--- src/rtl/bram_preload_ctrl_if.sv ---
// Host-side bundle for bram_preload_ctrl: burst command, write-data stream and read-data stream.
// The controller attaches through the slave modport; the host side uses master.
interface bram_preload_ctrl_if #(
    parameter int unsigned COL_W  = 10,
    parameter int unsigned ROW_W  = 22,
    parameter int unsigned DATA_W = 36,
    parameter int unsigned LEN_W  = 16
);
    logic              cmd_valid;
    logic              cmd_ready;
    logic              cmd_write;
    logic [1:0]        cmd_wen;
    logic [COL_W-1:0]  cmd_col;
    logic [ROW_W-1:0]  cmd_addr;
    logic [LEN_W-1:0]  cmd_len;
    logic              wdata_valid;
    logic              wdata_ready;
    logic [DATA_W-1:0] wdata;
    logic              rdata_valid;
    logic              rdata_ready;
    logic [DATA_W-1:0] rdata;

    modport master (
        output cmd_valid, cmd_write, cmd_wen, cmd_col, cmd_addr, cmd_len,
        output wdata_valid, wdata, rdata_ready,
        input  cmd_ready, wdata_ready, rdata_valid, rdata
    );

    modport slave (
        input  cmd_valid, cmd_write, cmd_wen, cmd_col, cmd_addr, cmd_len,
        input  wdata_valid, wdata, rdata_ready,
        output cmd_ready, wdata_ready, rdata_valid, rdata
    );
endinterface

--- src/rtl/bram_preload_ctrl.sv ---
// BRAM preload bus initiator: burst commands plus a write stream become strobed PL accesses.
// Define BRAM_PL_VERIFY_EN to read back and compare every written word (sticky err_o).
module bram_preload_ctrl #(
    parameter int unsigned COL_W  = 10,
    parameter int unsigned ROW_W  = 22,
    parameter int unsigned DATA_W = 36,
    parameter int unsigned LEN_W  = 16
) (
    input  logic               clk_i,
    input  logic               rst_i,
    bram_preload_ctrl_if.slave host_io,
    output logic               busy_o,
    output logic               done_o,
    output logic               err_o,
    output logic               pl_init_o,
    output logic               pl_ena_o,
    output logic               pl_ren_o,
    output logic               pl_clk_o,
    output logic [1:0]         pl_wen_o,
    output logic [31:0]        pl_addr_o,
    output logic [DATA_W-1:0]  pl_data_o,
    input  logic [DATA_W-1:0]  pl_data_i
);

    typedef enum logic [3:0] {
        StIdle, StSetup, StStrobe, StCapture, StRhold, StNext, StDone,
        StVSetup, StVStrobe, StVCapture
    } state_e;

    state_e             state_q, state_d;
    logic [COL_W-1:0]   col_q, col_d;
    logic [ROW_W-1:0]   row_q, row_d;
    logic [LEN_W-1:0]   rem_q, rem_d;
    logic               write_q, write_d;
    logic [1:0]         wen_q, wen_d;
    logic               busy_q, busy_d, done_q, done_d, init_q, init_d;
    logic               ena_q, ena_d, ren_q, ren_d, pclk_q, pclk_d;
    logic [1:0]         pwen_q, pwen_d;
    logic [31:0]        addr_q, addr_d;
    logic [DATA_W-1:0]  pdata_q, pdata_d, rdata_q, rdata_d;
    logic               rvalid_q, rvalid_d;
    logic               wready, advance;

`ifdef BRAM_PL_VERIFY_EN
    localparam int unsigned HalfW = DATA_W / 2;
    logic              err_q, err_d;
    logic [DATA_W-1:0] vmask;
    assign vmask = {{(DATA_W - HalfW){wen_q[1]}}, {HalfW{wen_q[0]}}};
`endif

    always_comb begin
        state_d = state_q;  col_d = col_q;    row_d = row_q;     rem_d = rem_q;
        write_d = write_q;  wen_d = wen_q;    busy_d = busy_q;   init_d = init_q;
        ena_d = ena_q;      ren_d = ren_q;    pwen_d = pwen_q;   addr_d = addr_q;
        pdata_d = pdata_q;  rdata_d = rdata_q; rvalid_d = rvalid_q;
        done_d = 1'b0;      pclk_d = 1'b0;    wready = 1'b0;     advance = 1'b0;
`ifdef BRAM_PL_VERIFY_EN
        err_d = err_q;
`endif
        unique case (state_q)
            StIdle: begin
                if (host_io.cmd_valid) begin
                    col_d   = host_io.cmd_col;
                    row_d   = host_io.cmd_addr;
                    rem_d   = host_io.cmd_len;
                    write_d = host_io.cmd_write;
                    wen_d   = host_io.cmd_wen;
                    addr_d  = {host_io.cmd_col, host_io.cmd_addr};
                    busy_d  = 1'b1;
                    init_d  = 1'b1;
                    ena_d   = 1'b1;
                    state_d = StSetup;
                end
            end
            StSetup: begin
                if (!write_q) begin
                    ren_d   = 1'b1;
                    pwen_d  = 2'b00;
                    pclk_d  = 1'b1;
                    state_d = StStrobe;
                end else if (host_io.wdata_valid) begin
                    // One stream word per access: ready only in the cycle it is consumed.
                    wready  = 1'b1;
                    pdata_d = host_io.wdata;
                    pwen_d  = wen_q;
                    ren_d   = 1'b0;
                    pclk_d  = 1'b1;
                    state_d = StStrobe;
                end
            end
            StStrobe: begin
                if (!write_q) begin
                    state_d = StCapture;
                end else begin
`ifdef BRAM_PL_VERIFY_EN
                    ren_d   = 1'b1;
                    pwen_d  = 2'b00;
                    state_d = StVSetup;
`else
                    state_d = StNext;
`endif
                end
            end
            StCapture: begin
                rdata_d  = pl_data_i;
                rvalid_d = 1'b1;
                ena_d    = 1'b0;
                ren_d    = 1'b0;
                state_d  = StRhold;
            end
            StRhold: begin
                if (host_io.rdata_ready) begin
                    rvalid_d = 1'b0;
                    advance  = 1'b1;
                end
            end
            StNext: advance = 1'b1;
            StDone: state_d = StIdle;
`ifdef BRAM_PL_VERIFY_EN
            StVSetup: begin
                pclk_d  = 1'b1;
                state_d = StVStrobe;
            end
            StVStrobe: state_d = StVCapture;
            StVCapture: begin
                if (((pl_data_i ^ pdata_q) & vmask) != '0) err_d = 1'b1;
                ren_d   = 1'b0;
                state_d = StNext;
            end
`endif
            default: state_d = StIdle;
        endcase

        // Shared word-advance step, reached from NEXT or directly from an accepted read.
        if (advance) begin
            pwen_d = 2'b00;
            ren_d  = 1'b0;
            if (rem_q == '0) begin
                done_d  = 1'b1;
                busy_d  = 1'b0;
                init_d  = 1'b0;
                ena_d   = 1'b0;
                addr_d  = '0;
                pdata_d = '0;
                state_d = StDone;
            end else begin
                rem_d   = rem_q - LEN_W'(1);
                row_d   = row_q + ROW_W'(1);
                addr_d  = {col_q, row_d};
                ena_d   = 1'b1;
                state_d = StSetup;
            end
        end
    end

    always_ff @(posedge clk_i or posedge rst_i) begin
        if (rst_i) begin
            state_q <= StIdle;  col_q <= '0;    row_q <= '0;    rem_q <= '0;
            write_q <= 1'b0;    wen_q <= '0;    busy_q <= 1'b0; done_q <= 1'b0;
            init_q <= 1'b0;     ena_q <= 1'b0;  ren_q <= 1'b0;  pclk_q <= 1'b0;
            pwen_q <= '0;       addr_q <= '0;   pdata_q <= '0;  rdata_q <= '0;
            rvalid_q <= 1'b0;
`ifdef BRAM_PL_VERIFY_EN
            err_q <= 1'b0;
`endif
        end else begin
            state_q <= state_d; col_q <= col_d; row_q <= row_d; rem_q <= rem_d;
            write_q <= write_d; wen_q <= wen_d; busy_q <= busy_d; done_q <= done_d;
            init_q <= init_d;   ena_q <= ena_d; ren_q <= ren_d; pclk_q <= pclk_d;
            pwen_q <= pwen_d;   addr_q <= addr_d; pdata_q <= pdata_d; rdata_q <= rdata_d;
            rvalid_q <= rvalid_d;
`ifdef BRAM_PL_VERIFY_EN
            err_q <= err_d;
`endif
        end
    end

`ifdef BRAM_PL_VERIFY_EN
    assign err_o = err_q;
`else
    assign err_o = 1'b0;
`endif

    assign host_io.cmd_ready   = (state_q == StIdle);
    assign host_io.wdata_ready = wready;
    assign host_io.rdata_valid = rvalid_q;
    assign host_io.rdata       = rdata_q;
    assign busy_o    = busy_q;
    assign done_o    = done_q;
    assign pl_init_o = init_q;
    assign pl_ena_o  = ena_q;
    assign pl_ren_o  = ren_q;
    assign pl_clk_o  = pclk_q;
    assign pl_wen_o  = pwen_q;
    assign pl_addr_o = addr_q;
    assign pl_data_o = pdata_q;

endmodule

--- src/flat_wrapper.sv ---
// flat-port wrapper written by rule: the top's interface ports become plain ports
module bram_preload_ctrl_flat 
#(
    parameter int unsigned COL_W  = 10,
    parameter int unsigned ROW_W  = 22,
    parameter int unsigned DATA_W = 36,
    parameter int unsigned LEN_W  = 16
)
  (clk_i, rst_i, busy_o, done_o, err_o, pl_init_o, pl_ena_o, pl_ren_o, pl_clk_o, pl_wen_o, pl_addr_o, pl_data_o, pl_data_i, host_io_cmd_valid, host_io_cmd_write, host_io_cmd_wen, host_io_cmd_col, host_io_cmd_addr, host_io_cmd_len, host_io_wdata_valid, host_io_wdata, host_io_rdata_ready, host_io_cmd_ready, host_io_wdata_ready, host_io_rdata_valid, host_io_rdata);
  bram_preload_ctrl_if #(.COL_W(COL_W), .ROW_W(ROW_W), .DATA_W(DATA_W), .LEN_W(LEN_W)) host_io_i ();
  input  logic clk_i;
  input  logic rst_i;
  output logic busy_o;
  output logic done_o;
  output logic err_o;
  output logic pl_init_o;
  output logic pl_ena_o;
  output logic pl_ren_o;
  output logic pl_clk_o;
  output logic [1:0] pl_wen_o;
  output logic [31:0] pl_addr_o;
  output logic [DATA_W-1:0] pl_data_o;
  input  logic [DATA_W-1:0] pl_data_i;
  input wire logic [$bits(host_io_i.cmd_valid)-1:0] host_io_cmd_valid;
  input wire logic [$bits(host_io_i.cmd_write)-1:0] host_io_cmd_write;
  input wire logic [$bits(host_io_i.cmd_wen)-1:0] host_io_cmd_wen;
  input wire logic [$bits(host_io_i.cmd_col)-1:0] host_io_cmd_col;
  input wire logic [$bits(host_io_i.cmd_addr)-1:0] host_io_cmd_addr;
  input wire logic [$bits(host_io_i.cmd_len)-1:0] host_io_cmd_len;
  input wire logic [$bits(host_io_i.wdata_valid)-1:0] host_io_wdata_valid;
  input wire logic [$bits(host_io_i.wdata)-1:0] host_io_wdata;
  input wire logic [$bits(host_io_i.rdata_ready)-1:0] host_io_rdata_ready;
  output wire logic [$bits(host_io_i.cmd_ready)-1:0] host_io_cmd_ready;
  output wire logic [$bits(host_io_i.wdata_ready)-1:0] host_io_wdata_ready;
  output wire logic [$bits(host_io_i.rdata_valid)-1:0] host_io_rdata_valid;
  output wire logic [$bits(host_io_i.rdata)-1:0] host_io_rdata;
  assign host_io_i.cmd_valid = host_io_cmd_valid;
  assign host_io_i.cmd_write = host_io_cmd_write;
  assign host_io_i.cmd_wen = host_io_cmd_wen;
  assign host_io_i.cmd_col = host_io_cmd_col;
  assign host_io_i.cmd_addr = host_io_cmd_addr;
  assign host_io_i.cmd_len = host_io_cmd_len;
  assign host_io_i.wdata_valid = host_io_wdata_valid;
  assign host_io_i.wdata = host_io_wdata;
  assign host_io_i.rdata_ready = host_io_rdata_ready;
  assign host_io_cmd_ready = host_io_i.cmd_ready;
  assign host_io_wdata_ready = host_io_i.wdata_ready;
  assign host_io_rdata_valid = host_io_i.rdata_valid;
  assign host_io_rdata = host_io_i.rdata;
  bram_preload_ctrl #(.COL_W(COL_W), .ROW_W(ROW_W), .DATA_W(DATA_W), .LEN_W(LEN_W)) u_core (.clk_i(clk_i), .rst_i(rst_i), .host_io(host_io_i), .busy_o(busy_o), .done_o(done_o), .err_o(err_o), .pl_init_o(pl_init_o), .pl_ena_o(pl_ena_o), .pl_ren_o(pl_ren_o), .pl_clk_o(pl_clk_o), .pl_wen_o(pl_wen_o), .pl_addr_o(pl_addr_o), .pl_data_o(pl_data_o), .pl_data_i(pl_data_i));
endmodule
--- config.mk ---
export PLATFORM = sky130hd
export DESIGN_NAME = bram_preload_ctrl_flat
export DESIGN_NICKNAME = d
export VERILOG_FILES = /design/src/rtl/bram_preload_ctrl_if.sv /design/src/rtl/bram_preload_ctrl.sv /design/src/flat_wrapper.sv
export SDC_FILE = /design/constraint.sdc
export NUM_CORES = 1
export LEC_CHECK = 0
export BUFFER_PORTS_ARGS = -buffer_cell sky130_fd_sc_hd__buf_2
export CELL_PAD_IN_SITES_DETAIL_PLACEMENT = 0
export CELL_PAD_IN_SITES_GLOBAL_PLACEMENT = 2
export CORE_ASPECT_RATIO = 1.25
export CORE_MARGIN = 8
export CORE_UTILIZATION = 33
export CTS_CLUSTER_DIAMETER = 40
export DETAILED_ROUTE_END_ITERATION = 8
export GPL_TIMING_DRIVEN = 0
export PLACE_DENSITY = 0.87
export SYNTH_ARGS = -nofsm -noshare
export SYNTH_HDL_FRONTEND = slang
export SYNTH_SLANG_ARGS = --single-unit
--- constraint.sdc ---
create_clock -name clk_i -period 16.98 [get_ports clk_i]
set_clock_uncertainty 0.05 [all_clocks]
set_input_delay 3.396 -clock clk_i [delete_from_list [all_inputs] [get_ports clk_i]]
set_output_delay 3.396 -clock clk_i [all_outputs]
set_load 0.01 [all_outputs]
==> metrics.yaml, run 1 <==
tightest_slew_ns: 0.970
synth.cell_area_um2: 7660
timing_worst_setup_path_type: "input pin to primary output"
mostFrequentLayoutCells: "buf_2 (253), nand2_1 (184), dfrtp_1 (167), a21oi_1 (63), nor2_1 (42)"
rows: 62
cts_buffer_depth: 2
setup-violations-final: 0
synthToLayoutAreaGrowth_pct: 28.1
grt_pass1_wl_um: 40800
drc: 0
endpoint_kind: "primary output"
cts_inserted_buffers: 17
crit_arrival_ns: 4.62
synth_adder_area_share_pct: 0.327
synth_compound_area_share_pct: 14.0
max_freq_mhz: 124
die_area_um2: 28400
drt-vias-per-instance: 4.98
synth.avg_cell_area_um2: 9.65
ant_nets: 0
die_h_um: 186
wl_per_cell_um: 19.0
crit_chain: "buf_2, nand3_1, inv_1, clkbuf_1, buf_2"
synth_seq_cells: 167
hpwlAfterDp_um: 19000
place_congestion: 0.807
hold_ws_ns: 0.425
cts_tree: "yes"
synth_ff_type: "dfrtp_1"
leakage_uw: 0.00467
rsz0062_at_grt: "no"
fin_tns_setup_ns: 0
switching_share_pct: 39.8
drt_wl_total_um: 25800
yosys.area_share.simple_pct: 19.1
slew_headroom_pct: 35.3
cp_common_cell: "buf_2"
synth_edf_count: 0
cpPeakStageDelay_ns: 0.39
critPathBufInv: 4
internal_power_uw: 1120
rr_startpoint: "u_core.state_q[2]"
antenna_cells: 0
cts.clk_slew.worst_paths_ns: 0.07
finalCritPeriodShare_pct: 47.5
slew_violations: 0
syn_nets: 924
async_flop_share_pct: 100
clk_latency_ns: 0.42
status: "finished clean"
crit_path_top_delay_cell: "clkbuf_1"
combPwrFrac_pct: 41.4
crit_family: "buffers and inverters"
final.min_clock_period_ns: 8.06
powerDensity_nw_per_um2: 189
worst_setup_path_start_kind: "input pin"
die_width_um: 152
holdBufCountCts: 0
final_common_cell: "buf_2"
min_from: "u_core.col_q[7]"
clkPwrFrac_pct: 19.8
drt-pass1-iter-count: 5
cp_max_fo: 10
io_pins: 244
dp_slack_ns: 8.84
clockRootBuffer: "clkbuf_16"
postCtsSetupBuffers: 0
ir_drop_uv: 88.0
hold_class: "flop to flop"
htreeDepth: 4
num_vias: 6762
cp.required_ns: 13.53
yosys.area_share.xor_xnor_pct: 2.40
cap_violations: 0
fin_nets: 1186
finalWorstSetupSlack_ns: 8.92
synth_mux_area_share_pct: 5.57
stdcell_area_um2: 9810
place_area_um2: 9270
grt_max_degree: 92
syn_inst: 794
core_um2: 22900
synth.distinct_cells: 59
hold_viol: 0
crit_start: "host_io_wdata_valid"
yosysWarnings: 0
drive_gt1_share_pct: 32.3
p_sw_uw: 739
synth_top_family_by_area: "simple AND/OR/NAND/NOR gates"
drt-initial-drc-count: 388
grt_pass1_vias: 7001
cts.sinks: 167
antenna_found_initial: 4
yosysSeqAreaShare_pct: 54.6
initial_core_util_pct: 33.5
post_cts.resized_instances: 0
power_frac_seq_pct: 38.9
io_buffers: 242
grt_overflow: 0
grt_use_total_pct: 18.2
power.total_uw: 1860
## logic make-up after synthesis
| family | after synthesis |
|---|---|
| XOR/XNOR | 21 |
| buffers and inverters | 70 |
| AND/OR/NAND/NOR | 327 |
| multiplexers | 38 |
| other | 1 |
| adder cells (fa/ha/maj) | 2 |
| flip-flops | 167 |
| AO/OA/AOI/OAI | 168 |
## synthesized netlist by cell type (3+ instances only)
| cell type | n | area share [%] |
|---|---|---|
| o21ai_0 | 12 | 0.78 |
| and3_1 | 9 | 0.74 |
| o211ai_1 | 17 | 1.7 |
| or4_1 | 3 | 0.29 |
| nor2_1 | 42 | 2.1 |
| a21o_1 | 3 | 0.29 |
| inv_1 | 21 | 1.0 |
| dfrtp_1 | 167 | 55 |
| nand2_1 | 184 | 9.0 |
| a211oi_1 | 3 | 0.29 |
| o21a_1 | 15 | 1.5 |
| buf_1 | 4 | 0.20 |
| and2_1 | 3 | 0.25 |
| buf_4 | 5 | 0.49 |
| clkbuf_1 | 27 | 1.3 |
| o21ai_1 | 13 | 0.85 |
| a31oi_1 | 9 | 0.74 |
| a22oi_1 | 3 | 0.29 |
| mux2_2 | 37 | 5.4 |
| xor2_1 | 3 | 0.34 |
| nand3_1 | 39 | 2.5 |
| a21oi_1 | 63 | 4.1 |
| o32ai_1 | 4 | 0.46 |
| nor4_1 | 7 | 0.57 |
| or3_1 | 3 | 0.25 |
| o22ai_1 | 9 | 0.74 |
| buf_2 | 11 | 0.72 |
| nand4_1 | 6 | 0.49 |
| or2_2 | 4 | 0.33 |
| xnor2_1 | 18 | 2.1 |
| nor3_1 | 14 | 0.91 |
## metrics by stage
step | instances | utilization, %
global route | 1357 | 42.9
finish | 1357 | 42.9
global placement | 1324 | 40.3
CTS | 1357 | 42.9
detailed placement | 1325 | 40.5
floorplan | 794 | -
## power by group through the flow
stage	clock [uW]	sequential, uW	combinational, uW
floorplan	0	771	416
global placement	0	721	771
detailed placement	0	726	780
CTS	380	721	782
global route	393	749	851
finish	367	721	768
## registers in the layout (all words and copies together), names as in the netlist, 2 cells and up
register              cells
u_core.col_q             10
u_core.host_io.rdata     36
u_core.pl_addr_o         32
u_core.pl_data_o         36
u_core.pl_wen_o           2
u_core.rem_q             16
u_core.row_q             22
u_core.state_q            3
u_core.wen_q              2
## worst min-delay path, stage by stage, from the launching register on
cell and delay, ns:
dfrtp_1 0.34, nand2_1 0.05, nand2_1 0.05
## area by class of cell
cell class / count / area, um2
repair buffers: 243 / 1240
fillers: 2365 / 13100
flip-flops and latches: 167 / 4180
plain buffers: 49 / 231
clock buffers: 20 / 457
well taps: 288 / 360
multi-input cells: 557 / 3170
inverters: 21 / 86.3
clock inverters: 12 / 91.3
## path summary, 6_finish.rpt
check / end / slack, ns / cells past startpoint
max: host_io_wdata_ready / 8.92 / 5
min: u_core.col_q[7] / 0.43 / 2
max reg2reg: u_core.rem_q[6] / 14.07 / 8
min reg2reg: u_core.col_q[7] / 0.43 / 2
max in group asynchronous: u_core.host_io.rdata[34] / 13.02 / 3
min in group asynchronous: u_core.rem_q[8] / 2.99 / 2
## per-layer routing
layer | wire length [um] | vias to the layer above | track usage, %
met5 | 44 | - | 0
met4 | 518 | 8 | 6.20
met3 | 1300 | 31 | 4.58
met2 | 13000 | 180 | 31.4
met1 | 10900 | 3269 | 21.7
li1 | - | 3274 | -
Power figures use the tool's default switching activity.
==> run 2, diff against run 1 <==
CORE_UTILIZATION = 30   (was 33)
PLACE_DENSITY = 0.8   (was 0.87)
clock period = 7.62 ns   (was 16.98 ns; I/O delays follow)
==> metrics.yaml, run 2 (synthesis results as in run 1) <==
power_frac_seq_pct: 38.4  # -0.5 points
postCtsSetupBuffers: 0  # unchanged
worst_setup_path_start_kind: "input pin"
ir_drop_uv: 173  # +96%
cp.required_ns: 6.05  # -7.48 ns
cp_max_fo: 10  # unchanged
die_h_um: 195  # +4.5%
cts_tree: "yes"
hold_class: "flop to flop"
cts.clk_slew.worst_paths_ns: 0.07  # about the same
grt_overflow: 0  # unchanged
min_from: "u_core.col_q[0]"
whs_endpoint: "u_core.col_q[0]"
combPwrFrac_pct: 41.0  # -0.4 points
setup-violations-final: 0  # unchanged
cpPeakStageDelay_ns: 0.38  # about the same
cts.sinks: 167  # unchanged
grt_pass1_vias: 7093  # +1.3%
dp_slack_ns: 3.19  # -5.65 ns
drive_gt1_share_pct: 32.4  # +0.094 points
reg2reg_depth: 8  # unchanged
cts_buffer_depth: 2  # unchanged
die_width_um: 159  # +4.4%
clkPwrFrac_pct: 20.7  # +0.9 points
drt_wl_total_um: 25900  # +0.30%
core_um2: 25200  # +10%
ant_nets: 0  # unchanged
max_freq_mhz: 228
final_common_cell: "buf_2"
die_area_um2: 30900  # +9.0%
crit_arrival_ns: 2.81  # -1.81 ns
power.total_uw: 4170  # +120%
rsz0062_at_grt: "no"
leakage_uw: 0.00469  # +0.33%
grt_pass1_wl_um: 40900  # +0.30%
rows: 65  # +4.8%
grt_max_degree: 106  # +15%
post_cts.resized_instances: 0  # unchanged
clockRootBuffer: "clkbuf_16"
slew_violations: 0  # unchanged
holdBufCountCts: 0  # unchanged
cts_inserted_buffers: 17  # unchanged
switching_share_pct: 40.3  # +0.48 points
drt-initial-drc-count: 381  # -1.8%
hold_viol: 0  # unchanged
drt-pass1-iter-count: 5  # unchanged
htreeDepth: 4  # unchanged
hpwlAfterDp_um: 19200  # +0.89%
grt_use_total_pct: 16.7  # -1.5 points
final.min_clock_period_ns: 4.38
num_vias: 6757  # -0.074%
endpoint_kind: "primary output"
cp_common_cell: "buf_2"
hold_ws_ns: 0.428  # +0.00237 ns
hold_depth: 2  # unchanged
place_congestion: 0.781  # -3.2%
timing_worst_setup_path_type: "input pin to primary output"
ff2ff_setup_slack_ns: 4.64  # -9.43 ns
cap_violations: 0  # unchanged
status: "finished clean"
r2r-end: "u_core.rem_q[4]"
io_pins: 244  # unchanged
initial_core_util_pct: 30.4  # -3.1 points
drt-vias-per-instance: 4.81  # -3.4%
antenna_cells: 0  # unchanged
finalWorstSetupSlack_ns: 3.24  # -5.68 ns
tightest_slew_ns: 0.973  # +0.00354 ns
fin_nets: 1186  # unchanged
io_buffers: 242  # unchanged
synthToLayoutAreaGrowth_pct: 29.5
drc: 0  # unchanged
antenna_found_initial: 0  # -4
finalCritPeriodShare_pct: 57.5
crit_chain: "buf_2, nand3_1, inv_1, clkbuf_1, buf_2"
powerDensity_nw_per_um2: 420  # +120%
p_sw_uw: 1680  # +130%
mostFrequentLayoutCells: "buf_2 (253), nand2_1 (184), dfrtp_1 (167), a21oi_1 (63), nor2_1 (42)"
crit_path_top_delay_cell: "clkbuf_1"
internal_power_uw: 2490  # +120%
rr_startpoint: "u_core.state_q[2]"
clk_latency_ns: 0.43  # about the same
slew_headroom_pct: 35.1  # -0.24 points
wl_per_cell_um: 18.4  # -3.1%
run 2: changes by cell type in the layout (fill, tap and decap cells not counted):
cell      change
clkinv_8      +5
inv_6         -4
inv_8         +3
clkbuf_8      -2
clkinv_2      -2
clkbuf_1      -1
clkinv_4      +1
run 2: area by class of cell:
class,count,area [um2]
multi-input combinational,557,3170
buffer,49,231
sequential,167,4180
clock buffer,17,425
timing repair buffer,243,1240
inverter,21,86.3
fill,2592,15300
tap,335,419
clock inverter,15,170
run 2: worst max-delay path: cells and delay by family:
kind | cells | cell delay (ns)
buffers and inverters | 4 | 0.93
AND/OR/NAND/NOR | 1 | 0.34
run 2: per-layer routing:
| layer | vias up | share of wire [%] | track usage (%) |
|---|---|---|---|
| li1 | 3273 | - | - |
| met1 | 3265 | 43 | 20.2 |
| met2 | 199 | 49 | 28.4 |
| met3 | 20 | 6.3 | 5.05 |
| met4 | 0 | 1.2 | 4.55 |
| met5 | - | 0 | 0 |
run 2: worst max path at each step:
stage                              startpoint                    to  slack (ns)  cells after the start
after global placement                  rst_i  u_core.pl_addr_o[18]       -1.02                      2
after floorplan                         rst_i         u_core.busy_o        1.53                      1
after global routing      host_io_wdata_valid   host_io_wdata_ready        3.12                      5
final                     host_io_wdata_valid   host_io_wdata_ready        3.24                      5
after detailed placement  host_io_wdata_valid   host_io_wdata_ready        3.19                      5
after CTS                 host_io_wdata_valid   host_io_wdata_ready        3.19                      5
run 2: power by group through the flow:
stage                     sequential [uW]  combinational (uW)  clock (uW)
after global routing                 1660                1900         921
after CTS                            1600                1750         890
final                                1600                1710         860
after floorplan                      1720                 926           0
after global placement               1600                1730           0
after detailed placement             1610                1740           0
run 2: per-stage QoR:
| stage | utilization, % | instance area [um2] | setup TNS, ns | cells |
|---|---|---|---|---|
| floorplan | - | 7660 | 0 | 794 |
| global placement | 36.8 | 9290 | -167.71 | 1371 |
| detailed placement | 37.0 | 9320 | 0 | 1372 |
| CTS | 39.3 | 9920 | 0 | 1404 |
| global route | 39.3 | 9920 | 0 | 1404 |
| finish | 39.3 | 9920 | 0 | 1404 |
==> run 3, diff against run 2 <==
ABC_AREA = 1   (was unset)
CORE_UTILIZATION = 28   (was 30)
PLACE_DENSITY = 0.81   (was 0.8)
clock period = 4.4 ns   (was 7.62 ns; I/O delays follow)
==> metrics.yaml, run 3 <==
post_cts.resized_instances: 0  # unchanged
slew_headroom_pct: 56.5  # +21 points
fin_nets: 1506  # +27%
grt_overflow: 0  # unchanged
endpoint_kind: "primary output"
synth_top_cell_area_share_pct: 51.4  # -3.2 points
crit_arrival_ns: 1.87  # -0.94 ns
critPathBufInv: 4  # unchanged
rsz0062_at_grt: "no"
antenna_found_initial: 6  # +6
io_pins: 244  # unchanged
rows: 69  # +6.2%
powerDensity_nw_per_um2: 705  # +68%
crit_family: "buffers and inverters"
synth.distinct_cells: 31  # -47%
syn_inst: 1110  # +40%
drive_gt1_share_pct: 24.5  # -7.9 points
synth.cell_area_um2: 8130  # +6.2%
dp_cells: 1712  # +25%
rr_startpoint: "u_core.rem_q[0]"
crit_path_top_delay_cell: "dfrtp_1"
worst_setup_path_start_kind: "flop"
htreeDepth: 4  # unchanged
final_common_cell: "nand2_1"
reg2reg_depth: 10  # +2
hold_ws_ns: 0.414  # -0.0135 ns
grt_pass1_vias: 7656  # +7.9%
whs_endpoint: "u_core.host_io.rdata[5]"
hold_depth: 2  # unchanged
timing_worst_setup_path_type: "flop to primary output"
finalCritPeriodShare_pct: 63.5
num_vias: 7576  # +12%
stdcell_area_um2: 10500  # +5.8%
grt_pass1_wl_um: 42900  # +4.8%
cts_buffer_depth: 2  # unchanged
synth_ff_type: "dfrtp_1"
ff2ff_setup_slack_ns: 2.40  # -2.24 ns
synthTopCellsByArea: "dfrtp_1 (51%), nand2_1 (26%), inv_1 (4.6%)"
cp_common_cell: "inv_2"
initial_core_util_pct: 28.5  # -1.8 points
cts.sinks: 167  # unchanged
drt-initial-drc-count: 401  # +5.2%
synth.avg_cell_area_um2: 7.33  # -24%
min_from: "u_core.host_io.rdata[5]"
synthToLayoutAreaGrowth_pct: 29.1
leakage_uw: 0.00602  # +28%
clk_latency_ns: 0.43  # about the same
drt-vias-per-instance: 4.34  # -9.8%
cap_violations: 0  # unchanged
cpPeakStageDelay_ns: 0.41  # +0.03 ns
status: "finished clean"
ir_drop_uv: 239  # +38%
grt_max_degree: 36  # -66%
synth.most_common_cell: "nand2_1"
ant_nets: 0  # unchanged
async_flop_share_pct: 100  # unchanged
drc: 0  # unchanged
crit_chain: "inv_2, nand2_1, nor2_2, nand3_2, inv_2, buf_4, buf_2"
die_h_um: 207  # +6.1%
grt_use_total_pct: 15.9  # -0.84 points
die_width_um: 168  # +6.0%
core_um2: 28500  # +13%
yosys-top-cells-count: "nand2_1 (570), dfrtp_1 (167), inv_1 (99)"
cts_tree: "yes"
place_congestion: 0.801  # +2.5%
clockRootBuffer: "clkbuf_16"
die_area_um2: 34800  # +12%
postCtsSetupBuffers: 0  # unchanged
r2r-end: "u_core.pl_data_o[11]"
synth_seq_cells: 167  # unchanged
finalWorstSetupSlack_ns: 1.60  # -1.63 ns
holdBufCountCts: 0  # unchanged
syn_nets: 1240  # +34%
synth_top_cell_by_area: "dfrtp_1"
cts.clk_slew.worst_paths_ns: 0.07  # about the same
setup-violations-final: 0  # unchanged
wl_per_cell_um: 15.7  # -15%
yosysSeqAreaShare_pct: 51.4  # -3.2 points
final.min_clock_period_ns: 2.80
max_freq_mhz: 358
cts_inserted_buffers: 17  # unchanged
hold_viol: 0  # unchanged
fin_tns_setup_ns: 0  # unchanged
drt_wl_total_um: 27400  # +5.9%
slew_violations: 0  # unchanged
synth_edf_count: 0  # unchanged
place_area_um2: 9890  # +6.1%
hpwlAfterDp_um: 21100  # +9.9%
io_buffers: 242  # unchanged
dp_slack_ns: 1.82  # -1.38 ns
finalNonFillerCells: 1746  # +24%
drt-pass1-iter-count: 5  # unchanged
yosysWarnings: 0  # unchanged
mostFrequentLayoutCells: "nand2_1 (570), buf_2 (263), dfrtp_1 (167), inv_1 (98), nor2_1 (76)"
hold_class: "flop to flop"
cp.required_ns: 3.47  # -2.58 ns
tightest_slew_ns: 0.653  # -0.321 ns
cp_max_fo: 10  # unchanged
-- run 3: how the worst max path moves through the flow --
stage | depth (start not counted) | slack (ns) | start | end
finish | 7 | 1.60 | u_core.state_q[2] | host_io_wdata_ready
global route | 7 | 1.46 | u_core.state_q[2] | host_io_wdata_ready
CTS | 7 | 1.55 | u_core.state_q[2] | host_io_wdata_ready
detailed placement | 5 | 1.82 | host_io_wdata_valid | host_io_wdata_ready
global placement | 2 | -0.05 | rst_i | u_core.pl_addr_o[15]
floorplan | 1 | 1.34 | rst_i | u_core.busy_o
-- run 3: cell families (layout without fill, tap and decap cells) --
group	Yosys count	in the layout	synth area share [%]
adder cells (fa/ha/maj)	2	2	0.308
buffers and inverters	149	428	7.94
AO/OA/AOI/OAI	61	61	3.98
XOR/XNOR	16	16	1.72
other	1	3	0.0461
flip-flops	167	167	51.4
AND/OR/NAND/NOR	714	714	34.6
-- run 3: layout make-up --
cell class	instances	area, um2
Clock inverter	14	160
Antenna cell	2	5.00
Timing Repair Buffer	247	1310
Multi-Input combinational cell	794	3310
Sequential cell	167	4180
Clock buffer	18	439
Inverter	108	409
Fill cell	3132	18000
Tap cell	355	444
Buffer	41	240
-- run 3: routing by layer --
layer,GRT usage (%),vias to the layer above,part of all wire (%)
met2,27.7,182,50
li1,-,3892,-
met1,18.4,3469,41
met4,4.47,8,1.4
met3,5.31,25,7.0
met5,0,-,0.15
-- run 3: report_power, final --
part | switching (uW) | leakage [uW] | internal [uW] | total (uW)
clock network | 690 | 0.000286 | 866 | 1560
logic | 1960 | 0.00367 | 1160 | 3120
registers | 461 | 0.00206 | 2260 | 2720
-- run 3: worst min-delay path: cells and delay by family (launching register included) --
kind | cells | cell delay [ns]
AND/OR/NAND/NOR | 2 | 0.09
flip-flops | 1 | 0.34
-- run 3: through the flow --
step | utilization, % | total power, uW
2_1_floorplan | - | 4680
3_3_place_gp | 34.4 | 5890
3_5_place_dp | 34.7 | 5940
4_1_cts | 36.8 | 7550
5_1_grt | 36.8 | 8090
6_report | 36.8 | 7400
